===== config.mk =====
export PLATFORM = sky130hd
export DESIGN_NAME = mod_stream_reducer_flat
export DESIGN_NICKNAME = d
export VERILOG_FILES = /design/src/rtl/mod_stream_reducer_if.sv /design/src/rtl/mod_stream_reducer.sv /design/src/flat_wrapper.sv
export SDC_FILE = /design/constraint.sdc
export NUM_CORES = 1
export LEC_CHECK = 0
export BUFFER_PORTS_ARGS = -buffer_cell sky130_fd_sc_hd__buf_2
export CORE_ASPECT_RATIO = 1.5
export CORE_MARGIN = 3
export CORE_UTILIZATION = 50
export DETAILED_ROUTE_END_ITERATION = 6
export PLACE_DENSITY = 0.72
export REMOVE_ABC_BUFFERS = 1
export SLEW_MARGIN = 20
export SYNTH_ARGS = -nofsm -noshare
export SYNTH_HDL_FRONTEND = slang
export SYNTH_SLANG_ARGS = --single-unit

===== constraint.sdc =====
create_clock -name clk -period 10.5 [get_ports clk]
set_input_delay 0.525 -clock clk [delete_from_list [all_inputs] [get_ports clk]]
set_output_delay 0.525 -clock clk [all_outputs]
set_load 0.005 [all_outputs]

===== src/rtl/mod_stream_reducer_if.sv =====
// -----------------------------------------------------------------------------
// mod_stream_reducer_if
// Handshake and data bundle for mod_stream_reducer.
//   start    : master -> slave, request a new operation (honoured only when ready)
//   ready    : slave  -> master, block is idle and will accept start
//   in_data  : master -> slave, W-bit data word, most-significant word first
//   in_valid : master -> slave, in_data is valid this cycle
//   in_ready : slave  -> master, a word is consumed when in_valid && in_ready
//   done     : slave  -> master, one-cycle pulse when result is updated
//   result   : slave  -> master, RW-bit reduced value, registered
//   abort    : master -> slave, cancel a running operation; exists only when
//              MOD_REDUCER_ABORT_EN is defined
// Parameters: W = data word width, RW = result width (clog2 of the modulus).
// -----------------------------------------------------------------------------
interface mod_stream_reducer_if #(
    parameter int W  = 6,
    parameter int RW = 3
);
    logic          start;
    logic          ready;
    logic [W-1:0]  in_data;
    logic          in_valid;
    logic          in_ready;
    logic          done;
    logic [RW-1:0] result;
`ifdef MOD_REDUCER_ABORT_EN
    logic          abort;
`endif

    modport master (
`ifdef MOD_REDUCER_ABORT_EN
        output abort,
`endif
        output start,
        output in_data,
        output in_valid,
        input  ready,
        input  in_ready,
        input  done,
        input  result
    );

    modport slave (
`ifdef MOD_REDUCER_ABORT_EN
        input  abort,
`endif
        input  start,
        input  in_data,
        input  in_valid,
        output ready,
        output in_ready,
        output done,
        output result
    );
endinterface


===== src/rtl/mod_stream_reducer.sv =====
// -----------------------------------------------------------------------------
// mod_stream_reducer
// Streams N words of W bits (most-significant first) and produces the value of
// their concatenation modulo M. The reduction is applied one word at a time
// (acc = {acc, word} mod M), so the accumulator never exceeds RW bits.
//
// Ports:
//   clk : clock, rising edge
//   rst : asynchronous, active-high reset
//   bus : mod_stream_reducer_if.slave (start/ready, in_data/in_valid/in_ready,
//         done, result and, when enabled, abort)
//
// Optional feature: define MOD_REDUCER_ABORT_EN to add the abort input, which
// cancels a running operation without disturbing the last result.
// -----------------------------------------------------------------------------
module mod_stream_reducer #(
    parameter int W = 6,
    parameter int M = 7,
    parameter int N = 8
) (
    input  logic                  clk,
    input  logic                  rst,
    mod_stream_reducer_if.slave   bus
);
    localparam int RW = $clog2(M);
    localparam int CW = (N > 1) ? $clog2(N) : 1;
    localparam int XW = RW + W;

    localparam logic [XW-1:0] M_EXT    = XW'(M);
    localparam logic [CW-1:0] CNT_LAST = CW'(N - 1);

    // One-hot encoding: each status output is a direct copy of one state bit.
    typedef enum logic [2:0] {
        ST_IDLE = 3'b001,
        ST_RUN  = 3'b010,
        ST_DONE = 3'b100
    } state_t;

    state_t        state_r;
    state_t        state_s;
    logic [RW-1:0] acc_r;
    logic [CW-1:0] cnt_r;
    logic [RW-1:0] result_r;
    logic [RW-1:0] step_s;
    logic          abort_s;
    logic          accept_s;
    logic          last_s;

    // One reduction step: shift the running remainder up by one word and reduce.
    function automatic logic [RW-1:0] mod_step(input logic [RW-1:0] acc,
                                               input logic [W-1:0]  word);
        logic [XW-1:0] cat;
        logic [XW-1:0] rem;
        cat = {acc, word};
        rem = cat % M_EXT;
        return rem[RW-1:0];
    endfunction

`ifdef MOD_REDUCER_ABORT_EN
    assign abort_s = bus.abort;
`else
    assign abort_s = 1'b0;
`endif

    // A word presented in the same cycle as abort is refused.
    assign accept_s = state_r[1] & bus.in_valid & ~abort_s;
    assign last_s   = (cnt_r == CNT_LAST);
    assign step_s   = mod_step(acc_r, bus.in_data);

    assign bus.ready    = state_r[0];
    assign bus.in_ready = state_r[1] & ~abort_s;
    assign bus.done     = state_r[2];
    assign bus.result   = result_r;

    // State register
    always_ff @(posedge clk or posedge rst) begin
        if (rst) begin
            state_r <= ST_IDLE;
        end else begin
            state_r <= state_s;
        end
    end

    // Next-state decode
    always_comb begin
        state_s = state_r;
        case (state_r)
            ST_IDLE: begin
                if (bus.start) begin
                    state_s = ST_RUN;
                end else begin
                    state_s = ST_IDLE;
                end
            end
            ST_RUN: begin
                if (abort_s) begin
                    state_s = ST_IDLE;
                end else if (accept_s && last_s) begin
                    state_s = ST_DONE;
                end else begin
                    state_s = ST_RUN;
                end
            end
            ST_DONE: begin
                state_s = ST_IDLE;
            end
            default: begin
                state_s = ST_IDLE;
            end
        endcase
    end

    // Accumulator, word counter and result register
    always_ff @(posedge clk or posedge rst) begin
        if (rst) begin
            acc_r    <= {RW{1'b0}};
            cnt_r    <= {CW{1'b0}};
            result_r <= {RW{1'b0}};
        end else begin
            case (state_r)
                ST_IDLE: begin
                    if (bus.start) begin
                        acc_r <= {RW{1'b0}};
                        cnt_r <= {CW{1'b0}};
                    end
                end
                ST_RUN: begin
                    if (abort_s) begin
                        acc_r <= {RW{1'b0}};
                        cnt_r <= {CW{1'b0}};
                    end else if (accept_s) begin
                        acc_r <= step_s;
                        cnt_r <= cnt_r + CW'(1);
                        // result only ever sees the complete reduction
                        if (last_s) begin
                            result_r <= step_s;
                        end
                    end
                end
                default: begin
                    acc_r <= acc_r;
                end
            endcase
        end
    end
endmodule

===== src/flat_wrapper.sv =====
// flat-port wrapper written by rule: the top's interface ports become plain ports
module mod_stream_reducer_flat 
#(
    parameter int W = 6,
    parameter int M = 7,
    parameter int N = 8
)
  (clk, rst, bus_start, bus_in_data, bus_in_valid, bus_ready, bus_in_ready, bus_done, bus_result);
  mod_stream_reducer_if #(.W(W)) bus_i ();
  input  logic clk;
  input  logic rst;
  input wire logic [$bits(bus_i.start)-1:0] bus_start;
  input wire logic [$bits(bus_i.in_data)-1:0] bus_in_data;
  input wire logic [$bits(bus_i.in_valid)-1:0] bus_in_valid;
  output wire logic [$bits(bus_i.ready)-1:0] bus_ready;
  output wire logic [$bits(bus_i.in_ready)-1:0] bus_in_ready;
  output wire logic [$bits(bus_i.done)-1:0] bus_done;
  output wire logic [$bits(bus_i.result)-1:0] bus_result;
  assign bus_i.start = bus_start;
  assign bus_i.in_data = bus_in_data;
  assign bus_i.in_valid = bus_in_valid;
  assign bus_ready = bus_i.ready;
  assign bus_in_ready = bus_i.in_ready;
  assign bus_done = bus_i.done;
  assign bus_result = bus_i.result;
  mod_stream_reducer #(.W(W), .M(M), .N(N)) u_core (.clk(clk), .rst(rst), .bus(bus_i));
endmodule

==> Word level (Yosys, flattened, before mapping) <==
Cells that the tools add are included.
{ "word_totals": {"reg_bits": 12, "latchBits": 0, "mem_bits_rw": 0, "mem_bits_ro": 0, "in_bits": 10, "memories": 0} }
{ "op_classes": {"add_sub_neg": 1, "multipliers": 0, "n_div": 1, "order_cmp": 0, "eq_ne": 5, "n_shift": 0, "muxes": 8, "bitwise": 1, "n_reduce_logical": 4} }
{ "op_table": {"columns": ["op", "count"], "rows": [
  ["$pmux 3 s2", 3],
  ["$mux 3", 4],
  ["$mod 9x3->9 const B", 1],
  ["$reduce_and 3->1", 2],
  ["$add 3x1->3 const B", 1],
  ["$eq 3x1->1 const B", 1],
  ["$eq 3x2->1 const B", 1],
  ["$eq 3x3->1 const B", 1],
  ["$mux 2", 1],
  ["$ne 2x1->1 const B", 1],
  ["$ne 2x2->1 const B", 1],
  ["$reduce_bool 2->1", 1],
  ["$and 1x1->1", 1],
  ["$logic_and 1x1->1", 1]
]} }

==> Logic depth before layout (Yosys ltp) <==
{ "depth": {"ltp_word": 4, "depth_mapped": 16, "mapped_depth_nobuf": 14} }

==> Least setup slack after synthesis <==
No wires, ideal clock.
{ "synth_timing": {"kind": "input to register", "start": "in bus_in_data[4]", "end": "reg u_core.acc_r[1]", "arrival_time_ns": 3.428, "required_ns": 10.379, "path_slack_ns": 6.951, "path_stages": 15, "cell_sequence": "buf_6 > buf_4 > o31a_1 > nor3_1 > o32ai_1 > nand4_1 > and2_1 > inv_2 > ha_1 > nor4_1 > a211oi_1 > o32ai_1 > o211ai_1 > or4_4 > a32o_2"} }
{ "synth_between": {"elab_chain_len": 3} }
{ "synth_rtl": {"columns": ["element", "line_no", "text"], "rows": [
  ["start, declared", "flat_wrapper.sv:13", "input wire logic [$bits(bus_i.in_data)-1:0] bus_in_data;"],
  ["$mod 9x3->9", "mod_stream_reducer.sv:55", "rem = cat % M_EXT;"],
  ["$mux 3", "mod_stream_reducer.sv:131", "end else if (accept_s) begin"],
  ["$pmux 3 s2", "mod_stream_reducer.sv:120", "case (state_r)"],
  ["end signal, assigned", "mod_stream_reducer.sv:123", "acc_r <= {RW{1'b0}};"],
  ["end signal, assigned", "mod_stream_reducer.sv:129", "acc_r <= {RW{1'b0}};"],
  ["end signal, assigned", "mod_stream_reducer.sv:132", "acc_r <= step_s;"],
  ["end, declared", "mod_stream_reducer.sv:41", "logic [RW-1:0] acc_r;"]
]} }
No other way between the ends. The select of a mux whose other input is x is not followed.
A chain may end at the register's enable or synchronous reset.

==> Worst setup path in the final report <==
{ "layout_timing": {"start": "reg u_core.acc_r[0]", "end": "reg u_core.acc_r[1]"} }
{ "layout_between": {"elab_chain_len": 3} }
{ "layout_rtl": {"columns": ["element", "line_no", "text"], "rows": [
  ["start signal, assigned", "mod_stream_reducer.sv:116", "acc_r <= {RW{1'b0}};"],
  ["start signal, assigned", "mod_stream_reducer.sv:123", null],
  ["start signal, assigned", "mod_stream_reducer.sv:129", null],
  ["$mod 9x3->9", "mod_stream_reducer.sv:55", null],
  ["$mux 3", "mod_stream_reducer.sv:131", null],
  ["$pmux 3 s2", "mod_stream_reducer.sv:120", null]
]} }
No other way between the ends. The select of a mux whose other input is x is not followed.

==> impl_metrics.json <==
{
  "grt.total_usage_pct": 20.73,
  "cts_resized": 0,
  "vias_per_cell": 6.632,
  "status": "finished clean",
  "wirelength_microns": 3767,
  "cts_sinks": 12,
  "intPower_w": 0.0001814,
  "p_sw_share_pct": 48.18,
  "finalCritPeriodShare_pct": 38.81,
  "finalSetupViolCount": 0,
  "tns_ps": 0,
  "clock_path_buffers": 2,
  "die-area_sq_mm": 0.003857,
  "critPathCaptureType": "register",
  "synth_top_family_by_area": "compound AO/OA/AOI/OAI gates",
  "hold_viol_final": 0,
  "power_frac_comb_pct": 60.7,
  "final_cells": 228,
  "cp.arrival_ps": 4200,
  "yosys.area_share.simple_pct": 30.41,
  "core_area_sq_mm": 0.002943,
  "drcViolationCount": 0,
  "synth-edff-count": 0,
  "place_inst": 224,
  "power_frac_seq_pct": 25.3,
  "clkPwrFrac_pct": 14.0,
  "antenna_found_initial": 0,
  "grt_pass1_vias": 1428,
  "cts_setup_buffers": 0,
  "hpwl_microns": 2809,
  "max_slew_margin_pct": 47.64,
  "p_leak_nw": 0.6565,
  "grt_start_max_net_pins": 31,
  "power-per-cell-area_mw_per_mm2": 216.7,
  "grt_setup_unrepaired": "false",
  "slew_viol_final": 0,
  "maxCapViolations": 0,
  "grt_pass1_wl_microns": 6299,
  "yosys.area_share.xor_xnor_pct": 1.038,
  "synth_area_sq_mm": 0.001568,
  "ys_ff_latch": 12,
  "diodes": 0,
  "gr-total-overflow": 0,
  "die_w_microns": 51.72,
  "htreeDepth": 1,
  "fin_nets": 204,
  "portBuffers": 15,
  "worstMarginPinSlew_ps": 785.5,
  "clk_latency_ps": 240,
  "start_util_pct": 53.27,
  "synth_compound_area_share_pct": 32.56,
  "numCtsBuffers": 3,
  "final.min_clock_period_ps": 4076,
  "layout-drive-gt1-share_pct": 19.58,
  "dr.pass1.iters": 4,
  "hold_class": "primary input to async pin",
  "io_pins": 16,
  "ir_drop_mv": 0.1202,
  "yosysWarnings": 0,
  "fin_util_pct": 54.89,
  "synth.avg_cell_area_sq_um": 8.520,
  "synthArstFlopShare_pct": 100.0,
  "synthMuxAreaShare_pct": 2.554,
  "cts-hold-fix-buffers": 0,
  "placed_cell_area_sq_mm": 0.001560,
  "netlist_instances": 184,
  "clk_pin_slew_worst_paths_ps": 50,
  "area_growth_pct": 3.033,
  "synth_fa_ha_area_share_pct": 3.192,
  "drt_iter0_markers": 60,
  "timing.fmax_mhz": 245.4,
  "switchingPower_w": 0.0001687,
  "gp_congestion": 0.8570,
  "ys_types": 68,
  "die_h_microns": 74.58,
  "path_max_fanout": 27,
  "antenna_left": 0,
  "design_area_sq_mm": 0.001615,
  "via_count": 1512,
  "cts_tree": "yes",
  "synth.yosys.seq_area_share_pct": 19.23,
  "clock-skew-final_ps": 1.670,
  "synth_ff_type": "dfrtp_1",
  "rows": 24,
  "path_class": "register to register",
  "n_fill_cell": 301,
  "avgRoutedWirePerCell_microns": 16.52,
  "required_ps": 10630,
  "cts-root-buf": "clkbuf_8",
  "startpoint_type": "register"
}
critical path: stages, from the launching register on:
cell and delay, ps:
dfrtp_1 850, nand3_1 230, o211a_1 210, or3_1 390
nand4_1 130, and2_1 170, inv_2 60, ha_1 210
nor4_1 370, a211oi_1 100, o32ai_1 130, o211ai_1 260
or4_4 590, a32o_2 270
kinds of logic (layout without fill, tap and decap cells):
logic type	after synthesis	count (layout)
AND/OR/NAND/NOR	76	76
AO/OA/AOI/OAI	62	62
buffers and inverters	25	30
flip-flops	12	12
adder cells (fa/ha/maj)	4	4
multiplexers	4	4
XOR/XNOR	1	1
per-stage QoR:
stage                     hold slack, ps  setup slack [ps]  total power [W]
after floorplan                    389.0              6889        0.0002434
after global placement             475.7              6554        0.0002897
after detailed placement           482.4              6451        0.0002973
after CTS                          288.7              6440        0.0003495
after global routing               318.0              6136        0.0003783
final                              285.5              6425        0.0003501
worst paths after layout:
check / startpoint / to / slack, ps / cells past startpoint
setup / recovery: u_core.acc_r[0]$_DFFE_PP0P_ / u_core.acc_r[1]$_DFFE_PP0P_ / 6420 / 13
hold / removal: rst / u_core.acc_r[1]$_DFFE_PP0P_ / 290 / 2
setup reg to reg: u_core.acc_r[0]$_DFFE_PP0P_ / u_core.acc_r[1]$_DFFE_PP0P_ / 6420 / 13
hold reg to reg: u_core.bus.result[0]$_DFFE_PP0P_ / u_core.bus.result[0]$_DFFE_PP0P_ / 500 / 2
max in group asynchronous: rst / u_core.state_r[0]$_DFF_PP1_ / 9870 / 2
min in group clk: bus_in_valid / u_core.state_r[1]$_DFF_PP0_ / 490 / 2
layout make-up:
cell class	instances	area (sq um)	share of cell area (%)
Clock buffer	4	55.05	3.408
Sequential cell	12	301.5	18.67
Inverter	11	41.29	2.556
Tap cell	39	48.80	3.021
Timing Repair Buffer	15	75.07	4.648
Multi-Input combinational cell	147	1094	67.70
cell usage in the layout, fill, tap and decap left out, drive strengths merged, types with 4 or more instances in the layout:
master and count:
nand2 13, inv 11, and2 4, nor2 5, and3 6, a21oi 6
or3 6, mux2i 4, ha 4, nor3 9, o31a 4, dfrtp 11
nand3 9, o21ai 9, buf 15, o32ai 4, clkbuf 4
sequential cells by signal, indices dropped and copies added, names as in the netlist:
| signal | flops |
|---|---|
| u_core.acc_r | 3 |
| u_core.bus.result | 3 |
| u_core.cnt_r | 3 |
| u_core.state_r | 3 |
metal layers:
layer  vias up  global-route usage (%)  wire length [microns]
met5         -                       0                      0
met4         0                   6.706                     38
met3         6                   2.405                    130
met2        32                   39.66                   2104
met1       730                   23.30                   1494
li1        744                       -                      -
cell usage after synthesis (all sizes together) (3+ instances only):
cell | count | share of area [%]
buf | 14 | 8.4
nand2 | 13 | 3.1
dfrtp | 11 | 18
inv | 11 | 2.6
nand3 | 9 | 3.7
nor3 | 9 | 2.9
o21ai | 9 | 2.9
a21oi | 6 | 1.9
and3 | 6 | 3.0
or3 | 6 | 2.5
nor2 | 5 | 1.2
and2 | 4 | 1.7
ha | 4 | 3.2
mux2i | 4 | 2.6
o31a | 4 | 2.2
o32ai | 4 | 2.2
a221oi | 3 | 1.7
nand2b | 3 | 1.2
nand4 | 3 | 1.2
nor4 | 3 | 1.2
o211ai | 3 | 1.4
o31ai | 3 | 1.8
power groups by stage:
stage               combinational [W]  sequential [W]  clock [W]
floorplan                    0.000163       0.0000802          0
global placement             0.000204       0.0000861          0
detailed placement           0.000209       0.0000883          0
CTS                          0.000211       0.0000877  0.0000509
global route                 0.000234       0.0000920  0.0000521
finish                       0.000212       0.0000886  0.0000492
No activity file was read; power rests on OpenSTA's default activity.
